[src/rtl/lfsr.sv]
// ---------------------------------------------------------------------------
// lfsr -- width-parameterised Fibonacci LFSR, pseudo-random word source.
//
// Steps one position per clock. A seed can be loaded synchronously at any
// time; a zero seed is replaced by RESET_VAL, so the all-zero lock-up state
// is unreachable.
//
// Ports:
//   clk    in   1      system clock, rising edge
//   rst_n  in   1      asynchronous active-low reset, q -> RESET_VAL
//   load   in   1      synchronous seed load, level-sensitive, beats shift
//   SEED   in   WIDTH  seed captured when load=1
//   q      out  WIDTH  current LFSR state, driven straight from the register
// ---------------------------------------------------------------------------
module lfsr #(
  parameter int unsigned      WIDTH     = 8,
  parameter logic [WIDTH-1:0] TAPS      = 8'hB8,
  parameter logic [WIDTH-1:0] RESET_VAL = 8'h01
) (
  input  logic             clk,
  input  logic             rst_n,
  input  logic             load,
  input  logic [WIDTH-1:0] SEED,
  output logic [WIDTH-1:0] q
);

  logic [WIDTH-1:0] lfsr_q;
  logic [WIDTH-1:0] lfsr_d;
  logic             fb;

  always_comb begin
    // Feedback is the parity of the tapped bits; it enters at bit 0 while
    // the register shifts toward the MSB.
    fb     = ^(lfsr_q & TAPS);
    lfsr_d = {lfsr_q[WIDTH-2:0], fb};
    if (load) begin
      // A zero seed would lock the register up, so it is replaced by the
      // reset value.
      lfsr_d = (SEED == '0) ? RESET_VAL : SEED;
    end
  end

  always_ff @(posedge clk or negedge rst_n) begin
    if (!rst_n) begin
      lfsr_q <= RESET_VAL;
    end else begin
      lfsr_q <= lfsr_d;
    end
  end

  assign q = lfsr_q;

endmodule

[config.mk]
export PLATFORM = sky130hd
export DESIGN_NAME = lfsr
export DESIGN_NICKNAME = d
export VERILOG_FILES = /design/src/rtl/lfsr.sv
export SDC_FILE = /design/constraint.sdc
export NUM_CORES = 1
export LEC_CHECK = 0
export ABC_AREA = 1
export CORE_AREA = 2 2 39 41
export CTS_CLUSTER_SIZE = 28
export DETAILED_ROUTE_END_ITERATION = 10
export DIE_AREA = 0 0 41 43
export PLACE_DENSITY = 0.7
export SETUP_SLACK_MARGIN = 0.5
export SLEW_MARGIN = 20
export SYNTH_ARGS = -nofsm -noshare
export SYNTH_HDL_FRONTEND = slang
export SYNTH_SLANG_ARGS = --single-unit
[constraint.sdc]
create_clock -name clk -period 1 [get_ports clk]
set_input_delay 0.2 -clock clk [delete_from_list [all_inputs] [get_ports clk]]
set_output_delay 0.2 -clock clk [all_outputs]
set_load 0.02 [all_outputs]
==> results.cfg <==
[critical_path]
reg2regPathDepth = 8
critical-path-max-stage-delay_ps = 540
path_depth = 1
crit_path_cell_trace = buf_6
buffers_and_inverters_on_the_worst_path = 1
critPathCaptureType = primary output
worst_ep_required_time_ps = 800
critPathSlowestCell = dfstp_2
cp_max_fo = 2
critPathKind = register to primary output
worstPathArrival_ps = 900
worst_path_top_cell_family_by_delay = flip-flops
setup.worst_path.start_class = register

[drt]
vias = 437
drtAntennaViolNets = 0
dr.pass1.iters = 2
route.detailed.wl_per_inst_microns = 9.25
routed_wirelength_microns = 943
dr.first_iter.drc_count = 1
drc_errors_left = 0
vias_per_cell = 4.28

[global_route]
track_usage_pct = 12.5
grt_start_max_net_pins = 9
overflow = 0
grt_pass1_wl_microns = 1430
grt_pass1_vias = 366
number_of_antenna_violations_at_the_first_check_in_global_routing = 0

[clock_network]
cts-root-to-sink-buffers = 2
cts.sink_count = 8
worst_setup_hold_path_clk_slew_ps = 60
clk_latency_ps = 260
numCtsBuffers = 3
clockRootBuffer = clkbuf_4
cts_tree = built
h_tree_depth = 1

[sta]
final_max_slew_viol_count = 0
timing.final.crit_share_pct = 110
report.final.setup_viol = 5
timing.setup.tns_ps = -117
rsz0062_at_grt = true
max_slew.worst_pin.slew_ps = 340
final.setup.worst_slack_ps = -98.8
max_clock_freq_ghz = 0.910
slew_headroom_pct = 77.4
final.min_clock_period_ps = 1100
clock-skew-final_ps = 9.12
hold_viol_final = 7
worst_hold_slack_ps = -58.3

[place]
port-buffer-count = 18
dpl_hpwl_microns = 704
cell_area_after_placement_sq_um = 629
place_worst_setup_slack_ps = -312
gpl.final_weighted_congestion = 0.722
placedCellCount = 92

[floorplanning]
design.core.area_sq_um = 1380
fp.dieArea_sq_um = 1760
chipHeight_microns = 43
die_x_microns = 41
initial_core_util_pct = 27.7
floorplan.io_pins = 19
fp-row-count = 14

[yosys]
synthDistinctLibCells = 10
ys_seq_area_share_pct = 52.6
yosys.area_share.simple_pct = 32.4
async_flop_share_pct = 100
synth_top_area_cell = dfrtp_1
synthMuxAreaShare_pct = 0
area_contributors_post_synth = dfrtp_1 46%, nand2_1 25%, inv_1 7.8%
synth_flop_cell = dfrtp_1
dominant_combinational_cell_family_by_area_after_synthesis = simple AND/OR/NAND/NOR gates
synth.cell_area_sq_um = 383
synth_xor_xnor_area_share_pct = 0
synth_seq_cells = 8
synth_fp_nets = 64
synth-compound-area-share_pct = 5.23
ys.warnings.count = 0
synth_fa_ha_area_share_pct = 0
synth_common_cells = 26 x nand2_1, 8 x inv_1, 7 x dfrtp_1
netlist_instances = 53
yosys.area.top_type_share_pct = 45.8
number_of_synthesized_flops_with_an_enable_pin = 0
avgSynthCellArea_sq_um = 7.22
yosysMostFrequentCell = nand2_1

[power_and_ir_drop]
share_comb_of_total_power_pct = 35.3
p_int_mw = 0.719
power_frac_seq_pct = 38.3
cellPowerDensity_nw_per_um2 = 1310
vdd_drop_max_mv = 0.621
static-leakage-power_nw = 0.387
power.share.clock_pct = 26.4
p_sw_mw = 0.300
switching_share_pct = 29.5

[final_layout]
finalNonFillerCells = 102
fillCellCount = 135
largest_reg_flops = 8
design_area_sq_um = 776
layout_nets = 98
num_antenna_cells = 0
syn2layout_area_growth_pct = 103
layout-drive-gt1-share_pct = 55.8

[status]
failed_checks = negative hold slack, negative setup slack
outcome = finished with violations

[job]
cap_viol_max_count = 0

[worst_hold_path]
timing.hold.worst.class = primary input to asynchronous set/reset pin
[through the flow]
| stage | power (mW) | util, % |
|---|---|---|
| finish | 1.02 | 56.1 |
| global route | 1.07 | 56.1 |
| CTS | 0.981 | 52.2 |
| detailed placement | 0.655 | 45.5 |
| global placement | 0.647 | 45.5 |
| floorplan | 0.500 | - |
[layout by cell type (no fill, tap or decap)]
cell type and count:
nand2_1 22, buf_6 18, clkdlybuf4s50_1 8, dfrtp_2 7
nand2_2 5, inv_2 4, nor2_1 4, inv_4 3
o21ai_2 3, clkbuf_4 3, buf_4 2, inv_1 1
o21ai_1 1, nand3_2 1, clkbuf_1 1, dlygate4sd2_1 1
clkbuf_2 1, dfstp_2 1
[power by group through the flow]
stage / logic, mW / clock network [mW] / registers, mW
6_report: 0.360 / 0.269 / 0.391
5_1_grt: 0.390 / 0.287 / 0.394
4_1_cts: 0.317 / 0.275 / 0.390
3_5_place_dp: 0.269 / 0 / 0.386
3_3_place_gp: 0.262 / 0 / 0.385
2_1_floorplan: 0.0685 / 0 / 0.432
[area by class of cell]
type	instances	area [sq um]	share of cell area (%)
well taps	16	20.0	2.58
inverters	8	37.5	4.84
clock buffers	4	26.3	3.39
multi-input cells	36	170	21.9
repair buffers	30	312	40.2
flip-flops and latches	8	210	27.1
[path summary, 6_finish.rpt]
path	start	to	slack, ps
max	q[0]	q[0]	-100
min	rst_n	q[7]	-60
max reg2reg	q[4]	q[0]	20
min reg2reg	q[2]	q[3]	490
max in group asynchronous	rst_n	q[0]	750
min in group clk	load	q[4]	180
[logic make-up (layout without fill, tap and decap cells)]
kind of cell           after synthesis  after routing
and+or+nand+nor                     32             32
buffers and inverters                9             42
AOI/OAI and AO/OA                    4              4
DFF                                  8              8
[what timing repair did]
action                                 4_1_cts  5_1_grt
setup endpoints to repair                   24       16
endpoints found under the hold margin        7        7
pin swaps                                    6        5
setup buffers                                4        2
resized for setup                           62       17
cloned                                       0        0
[routing by layer]
metal  wire, microns  GRT usage (%)  share of wire, %  vias to the layer above
met4              18           10.0               1.9                        0
met3              34           1.57               3.6                        2
met2             496           17.8                53                       12
met5               0              0                 0                        -
met1             393           16.1                42                      199
li1                -              -                 -                      224
Note: power is estimated with default switching activity, not from simulation.
